===== config.mk =====
export PLATFORM = sky130hd
export DESIGN_NAME = ram_fifo_ctrl
export DESIGN_NICKNAME = d
export VERILOG_FILES = /design/src/rtl/ram_fifo_ctrl_pkg.sv /design/src/rtl/dual_port_ram.sv /design/src/rtl/ram_fifo_ctrl.sv
export SDC_FILE = /design/constraint.sdc
export NUM_CORES = 1
export LEC_CHECK = 0
export ABC_AREA = 0
export CORE_ASPECT_RATIO = 1.75
export CORE_MARGIN = 2
export CORE_UTILIZATION = 53
export CTS_CLUSTER_DIAMETER = 120
export CTS_CLUSTER_SIZE = 14
export DETAILED_ROUTE_END_ITERATION = 8
export GPL_TIMING_DRIVEN = 0
export PLACE_DENSITY = 0.72
export SYNTH_ARGS = -nofsm -noshare
export SYNTH_HDL_FRONTEND = slang
export SYNTH_SLANG_ARGS = --single-unit

===== constraint.sdc =====
create_clock -name clk -period 6.4 [get_ports clk]
set_input_delay 1.28 -clock clk [delete_from_list [all_inputs] [get_ports clk]]
set_output_delay 1.28 -clock clk [all_outputs]
set_load 0.01 [all_outputs]

===== src/rtl/ram_fifo_ctrl_pkg.sv =====
// Shared FSM encoding and default sizing for the RAM-backed FIFO controller.
package ram_fifo_ctrl_pkg;

  localparam int DEF_DATA_WIDTH = 8;
  localparam int DEF_ADDR_WIDTH = 4;
  localparam int DEF_DEPTH      = 16;
  localparam int DEF_AFULL_LVL  = 12;

  typedef enum logic [1:0] {
    EMPTY  = 2'd0,
    ACTIVE = 2'd1,
    FULL   = 2'd2
  } fifo_state_t;

endpackage


===== src/rtl/dual_port_ram.sv =====
// Dual-port RAM: synchronous write on port 0, asynchronous read on both ports.
module dual_port_ram #(
  parameter int data_width = 8,
  parameter int addr_width = 4
) (
  input  logic                  clk,
  input  logic                  port_en_0,
  input  logic                  port_en_1,
  input  logic                  wr_en,
  input  logic [data_width-1:0] data_in,
  input  logic [addr_width-1:0] addr_in_0,
  input  logic [addr_width-1:0] addr_in_1,
  output logic [data_width-1:0] data_out_0,
  output logic [data_width-1:0] data_out_1
);

  logic [data_width-1:0] mem_q [2**addr_width];

  always_ff @(posedge clk) begin
    if (port_en_0 && wr_en) begin
      mem_q[addr_in_0] <= data_in;
    end
  end

  assign data_out_0 = port_en_0 ? mem_q[addr_in_0] : '0;
  assign data_out_1 = port_en_1 ? mem_q[addr_in_1] : '0;

endmodule


===== src/rtl/ram_fifo_ctrl.sv =====
// First-word-fall-through FIFO controller over a dual-port RAM, with
// EMPTY/ACTIVE/FULL state machine, almost-full flag and sticky overflow.
module ram_fifo_ctrl
  import ram_fifo_ctrl_pkg::*;
#(
  parameter int data_width = DEF_DATA_WIDTH,
  parameter int addr_width = DEF_ADDR_WIDTH,
  parameter int depth      = DEF_DEPTH,
  parameter int afull_lvl  = DEF_AFULL_LVL
) (
  input  logic                  clk,
  input  logic                  rst,
  input  logic                  flush,
  input  logic                  wr_valid,
  input  logic [data_width-1:0] wr_data,
  output logic                  wr_ready,
  output logic                  rd_valid,
  output logic [data_width-1:0] rd_data,
  input  logic                  rd_ready,
  output logic [addr_width:0]   count,
  output logic                  almost_full,
  output logic                  ovf_err
);

  localparam logic [addr_width:0] CNT_ONE  = (addr_width+1)'(1);
  localparam logic [addr_width:0] CNT_LAST = (addr_width+1)'(depth - 1);
  localparam logic [addr_width:0] CNT_AF   = (addr_width+1)'(afull_lvl);

  fifo_state_t           state_q, state_d;
  logic [addr_width-1:0] wr_ptr_q, wr_ptr_d;
  logic [addr_width-1:0] rd_ptr_q, rd_ptr_d;
  logic [addr_width:0]   count_q, count_d;
  logic                  ovf_q, ovf_d;
  logic                  push, pop;

  assign wr_ready    = (state_q != FULL);
  assign rd_valid    = (state_q != EMPTY);
  assign count       = count_q;
  assign almost_full = (count_q >= CNT_AF);
  assign ovf_err     = ovf_q;

  // Reset and flush suppress the RAM write as well as the bookkeeping.
  assign push = wr_valid && wr_ready && !flush && !rst;
  assign pop  = rd_valid && rd_ready && !flush && !rst;

  always_comb begin
    state_d  = state_q;
    wr_ptr_d = wr_ptr_q;
    rd_ptr_d = rd_ptr_q;
    count_d  = count_q;
    ovf_d    = ovf_q;

    if (wr_valid && state_q == FULL) begin
      ovf_d = 1'b1;
    end

    if (flush) begin
      state_d  = EMPTY;
      wr_ptr_d = '0;
      rd_ptr_d = '0;
      count_d  = '0;
    end else begin
      if (push) begin
        wr_ptr_d = wr_ptr_q + addr_width'(1);
      end
      if (pop) begin
        rd_ptr_d = rd_ptr_q + addr_width'(1);
      end
      count_d = count_q + (addr_width+1)'(push)
                        - (addr_width+1)'(pop);

      case (state_q)
        EMPTY: begin
          if (push) state_d = ACTIVE;
        end
        ACTIVE: begin
          if (push && !pop && count_q == CNT_LAST) begin
            state_d = FULL;
          end else if (pop && !push && count_q == CNT_ONE) begin
            state_d = EMPTY;
          end
        end
        FULL: begin
          if (pop) state_d = ACTIVE;
        end
        default: state_d = EMPTY;
      endcase
    end
  end

  always_ff @(posedge clk) begin
    if (rst) begin
      state_q  <= EMPTY;
      wr_ptr_q <= '0;
      rd_ptr_q <= '0;
      count_q  <= '0;
      ovf_q    <= 1'b0;
    end else begin
      state_q  <= state_d;
      wr_ptr_q <= wr_ptr_d;
      rd_ptr_q <= rd_ptr_d;
      count_q  <= count_d;
      ovf_q    <= ovf_d;
    end
  end

  dual_port_ram #(
    .data_width (data_width),
    .addr_width (addr_width)
  ) u_ram (
    .clk        (clk),
    .port_en_0  (push),
    .port_en_1  (1'b1),
    .wr_en      (push),
    .data_in    (wr_data),
    .addr_in_0  (wr_ptr_q),
    .addr_in_1  (rd_ptr_q),
    .data_out_0 (),
    .data_out_1 (rd_data)
  );

endmodule


# After elaboration in Yosys (flattened, before gate mapping)
# Memory sizes are Yosys's and may differ from the RTL's. A register that Yosys moved wholly into a read port is not among the register bits.
# Cells that the tools add are included.
# classes
addsub	4
order_cmp	1
n_eq_ne	8
mux	9
n_reduce_logical	19
# op_table
op	n
1-bit logical AND	11
4-bit by 1-bit adder with 4-bit output, second input constant	2
2-bit 2-to-1 mux	4
4-bit 2-to-1 mux	2
2-bit inequality test, second input constant	3
2-bit case mux with 3 select lines	1
5-bit by 1-bit adder with 5-bit output	1
5-bit by 1-bit equality test with 1-bit output, second input constant	1
5-bit by 4-bit equality test with 1-bit output, second input constant	1
5-bit by 4-bit greater-or-equal comparator with 1-bit output, second input constant	1
5-bit by 1-bit subtractor with 5-bit output	1
1-bit logical NOT	4
3-bit inequality test, second input constant	1
3-bit AND reduction	1
2-bit by 1-bit equality test with 1-bit output, second input constant	1
2-bit equality test, second input constant	1
2-bit logical NOT	1
1-bit 2-to-1 mux	2
2-bit nonzero test	1
2-bit OR reduction	1
# totals
reg_bits	16
mem_bits_rw	128
in_bits	13
output_inout_bits	17
word_cells	47
n_memories	1
# mem_list
memory	depth	width	rd	rd_ports_with_merged_regs	write_ports	line	rtl
u_ram.mem_q	16	8	1	1	1	dual_port_ram.sv:17	logic [data_width-1:0] mem_q [2**addr_width];

# Longest topological paths before layout
# Gate-level depths: netlist of the first run.
# depth
ltp_word	10
depth_mapped	11
ltp_nobuf	10

# Cells and area by module
# A second synthesis of the first run with hierarchy kept.
# unflattened
hier_cells	520
hier_area_um2	7224.4
# by_module_without_submodules
module	instances	cells_per_inst	area_each_um2	seq_area_each_um2
dual_port_ram	1	415	6306.0	3843.7
ram_fifo_ctrl	1	105	918.4	320.3

# Least setup slack after synthesis of the first run
# No wires, ideal clock.
# synth_timing
kind	input to register
from	in rst
to	reg count_q[4], in the netlist count[4]
setup_time_ns	0.128
t_arrival_ns	2.951
required_ns	6.272
setup_slack_ns	3.321
stages	10
path_buffers	1
path_cell_list	or2_2 -> clkbuf_1 -> o21ai_0 -> nand2_1 -> ha_1 -> fa_1 -> a21oi_1 -> o21bai_1 -> xnor2_1 -> nor2_1
# synth_via
elab_chain_cells	4
# synth_lines
item	line	rtl
start, declared	ram_fifo_ctrl.sv:12	input logic rst,
1-bit logical NOT	ram_fifo_ctrl.sv:43, ram_fifo_ctrl.sv:44	
1-bit logical AND	ram_fifo_ctrl.sv:43	assign push = wr_valid && wr_ready && !flush && !rst;
5-bit by 1-bit adder with 5-bit output	ram_fifo_ctrl.sv:69	count_d = count_q + (addr_width+1)'(push)
5-bit by 1-bit subtractor with 5-bit output	ram_fifo_ctrl.sv:70	- (addr_width+1)'(pop);
end signal, assigned	ram_fifo_ctrl.sv:102	count_q <= count_d;
end, declared	ram_fifo_ctrl.sv:32	logic [addr_width:0] count_q, count_d;
# Parallel ways exist; a longest one is shown, timed or not.
# A chain may end at the register's enable or synchronous reset.

==> results by group, run 1 <==
Power
  • IR drop worst, VDD: 0.216 mV
  • P per Cell Area: 302 nW/um2
  • Leak pwr: around 2.3 nW

Global route
  • Gr usage total: 20.7%
  • Largest net degree at the start of global routing: 17
  • Antenna violations before repair: 0
  • Vias in the first global route: ~3,100
  • Total grt overflow: 0
  • First-pass GRT wire length: 17.7 mm

CTS
  • CTS tree: yes
  • TritonCTS buffer count: 17
  • Number of H-tree levels: 4
  • Post_cts resized: 0
  • CTS root buf: clkbuf_16
  • CTS Buffer Depth: 2
  • Setup bufs post-CTS: 0
  • Clock sinks: 148
  • Clock latency on the worst-skew pair: 0.41 ns
  • CTS Hold Bufs: 0
  • Clock transition at path regs: 0.06 ns

Synthesis
  • Post-synth top area cell: edfxtp_1
  • Netlist cell types: 41
  • Mapped Cells: 328
  • Area share of the largest cell type after synthesis: 64.4%
  • Top cells by area, synth: edfxtp_1 64%, mux4_1 7.9%, dfxtp_1 6.7%
  • Sequential share of the synthesized area: 71.1%
  • Mapped cell area: 5970 um2
  • Synth Area per Inst: around 18 um2
  • Yosys warns: 0
  • Flops & latches, synth: around 150
  • Syn Nets: 354

Placed design
  • Placed insts: approximately 490
  • Place WS: ~2.3 ns
  • Post-DP HPWL: ~7.7 mm
  • Port bufs: 29
  • GPL Wtd Cong: about 0.80

Die
  • Row count: 51
  • Die ar.: 12,200 um2
  • Starting Density: a little over half
  • Die Wd: 84.2 um
  • Core area: 11,000 um2
  • DIE HEIGHT: roughly 140 um
  • IO Count: 30

STA
  • Slew Viols, Final: 0
  • Final hold violations: 0
  • Worst Max-Slew Pin Slew: 1.27 ns
  • Rel. slew slack: 14.5%
  • Layout Skew: 0.00558 ns
  • Setup ws final: 2.57 ns
  • Crit path time final: 3.83 ns
  • Max Clk Rate: 261 MHz
  • Period utilization: about three fifths
  • Final setup viols: 0
  • RSZ-0062 raised after global routing: no
  • Fin Setup TNS: 0 ns

Setup path
  • Type of element capturing the critical path: output port
  • Crit path launch type: flip-flop
  • CP max FO: 10
  • Reg2reg start: state_q[0]
  • Worst r2r dst: u_ram.mem_q[1][2]
  • WP data required: 5.12 ns
  • Worst path arrival time: 2.55 ns
  • Worst setup path class: reg2out
  • R2r setup slk: 3.83 ns
  • Path depth of the worst reg2reg path: 5

Drt
  • Metal3 WL: 448 um
  • Drt total wl: 11.5 mm
  • Detailed Route Iter0 Violations: 211
  • Routed len/inst: 22.1 um
  • Drt drc: 0
  • Vias: 3,007
  • Antenna viol nets, final: 0
  • Met2 wire length: 6.67 mm
  • Highest metal used: met4
  • TritonRoute pass-1 iters: 5
  • M1 WL: 4.12 mm
  • Via/cell ratio: 5.77

Final layout
  • Post-route insts no fill: 521
  • Most frequent cells in the layout: 128 x edfxtp_1, 29 x clkdlybuf4s50_1, 28 x nor2_1
  • Fin util: 63.8%
  • Commonest non-fill, non-tap cell in the layout: edfxtp_1
  • Share of post-route cells with drive strength above 1: between 10 and 15%
  • Multi-input logic area: 1590 um2
  • Sequential cell area: 4240 um2
  • ANT cells: 0
  • Nets: 402
  • Syn-to-layout area delta: 18.0%
  • FILL cells: ~770

Run status
  • Status: finished clean

Worst hold path
  • Hold crit path type: reg2reg
  • Hold Path Depth: 2
  • Hold path start: ovf_err
  • Worst hold endpoint: ovf_err

Job
  • Max-cap violations: 0
==> logic make-up after synthesis <==
kind of cell | share of synthesized area (%)
DFF | 71.1
and+or+nand+nor | 5.47
muxes | 13.4
AOI/OAI and AO/OA | 3.63
buffers and inverters | 2.28
adders and majority gates | 2.85
xor gates and xnor gates | 1.32
==> area by class of cell <==
| cell class | instances | share of cell area, % |
|---|---|---|
| clock buffers | 20 | 6.20 |
| inverters | 8 | 0.426 |
| multi-input cells | 157 | 22.6 |
| flip-flops and latches | 148 | 60.2 |
| well taps | 132 | 2.34 |
| clock inverters | 12 | 2.58 |
| plain buffers | 15 | 1.51 |
| repair buffers | 29 | 4.12 |
==> Yosys cell counts, drive strengths merged <==
| library cell | number |
|---|---|
| edfxtp | 128 |
| mux4 | 32 |
| nor2 | 28 |
| dfxtp | 20 |
| nand2 | 19 |
| a22oi | 16 |
| ha | 12 |
| buf | 9 |
| inv | 8 |
| xnor2 | 5 |
| a21oi | 4 |
| nand4 | 4 |
| nor3 | 4 |
| xor2 | 4 |
| and2 | 3 |
| and3 | 3 |
| clkbuf | 3 |
| clkdlybuf4s25 | 3 |
| nand2b | 3 |
| nand3 | 2 |
| or2 | 2 |
| a211oi | 1 |
| a21o | 1 |
| a221o | 1 |
| a31oi | 1 |
| and2b | 1 |
| fa | 1 |
| mux2i | 1 |
| nor2b | 1 |
| nor4 | 1 |
| o2111ai | 1 |
| o21a | 1 |
| o21ai | 1 |
| o21bai | 1 |
| o31ai | 1 |
| o32ai | 1 |
| or3 | 1 |
==> routing by layer <==
| metal | vias up | track usage, % |
|---|---|---|
| li1 | 1407 | - |
| met1 | 1506 | 23.0 |
| met2 | 81 | 38.2 |
| met3 | 13 | 4.62 |
| met4 | 0 | 8.49 |
| met5 | - | 0 |
==> through the flow <==
step	cell area, um2	hold WS [ns]	total power, mW
floorplan	5970	0.472	1.10
global placement	6430	0.463	1.13
detailed placement	6430	0.475	1.13
CTS	7040	0.498	2.14
global route	7040	0.514	2.18
finish	7040	0.502	2.13
==> worst max path at each step <==
stage	endpoint	start
global placement	u_ram.mem_q[0][3]	rst
detailed placement	u_ram.mem_q[0][2]	rst
floorplan	count[4]	rst
CTS	rd_data[3]	flip-flop
finish	rd_data[6]	flip-flop
global route	rd_data[6]	flip-flop
==> flip-flops by register name, indices dropped and copies added (netlist names), named ones only <==
register / count
count: 5
ovf_err: 1
rd_ptr_q: 4
state_q: 2
u_ram.mem_q: 128
wr_ptr_q: 4
==> power by group <==
group / switching (mW) / internal, mW / total (mW)
sequential: 0.00232 / 1.05 / 1.05
clock: 0.363 / 0.653 / 1.02
combinational: 0.0324 / 0.0234 / 0.0558
==> worst max-delay path: stages, from the launching register on <==
cell,delay [ns]
dfxtp_1,0.32
buf_6,0.13
buf_4,0.25
mux4_2,0.58
a22oi_1,0.26
nand2_1,0.10
clkdlybuf4s50_1,0.49
Power figures use the tool's default switching activity.
==> run 2: changes to the inputs <==
==> constraint.sdc (replaced) <==
create_clock -name clk -period 3.6 [get_ports clk]
set_input_delay 0.72 -clock clk [delete_from_list [all_inputs] [get_ports clk]]
set_output_delay 0.72 -clock clk [all_outputs]
set_load 0.01 [all_outputs]
==> results of run 2 <==
The final DEF is identical to that of run 1. Status: finished clean.
Main changes from that run: setup slack after placement 2.29 ns -> 0.0509 ns; setup slack after layout 2.57 ns -> 0.335 ns; register-to-register setup slack 3.83 ns -> 1.03 ns; total power 2.13 mW -> 3.78 mW; worst IR drop on VDD 0.216 mV -> 0.385 mV
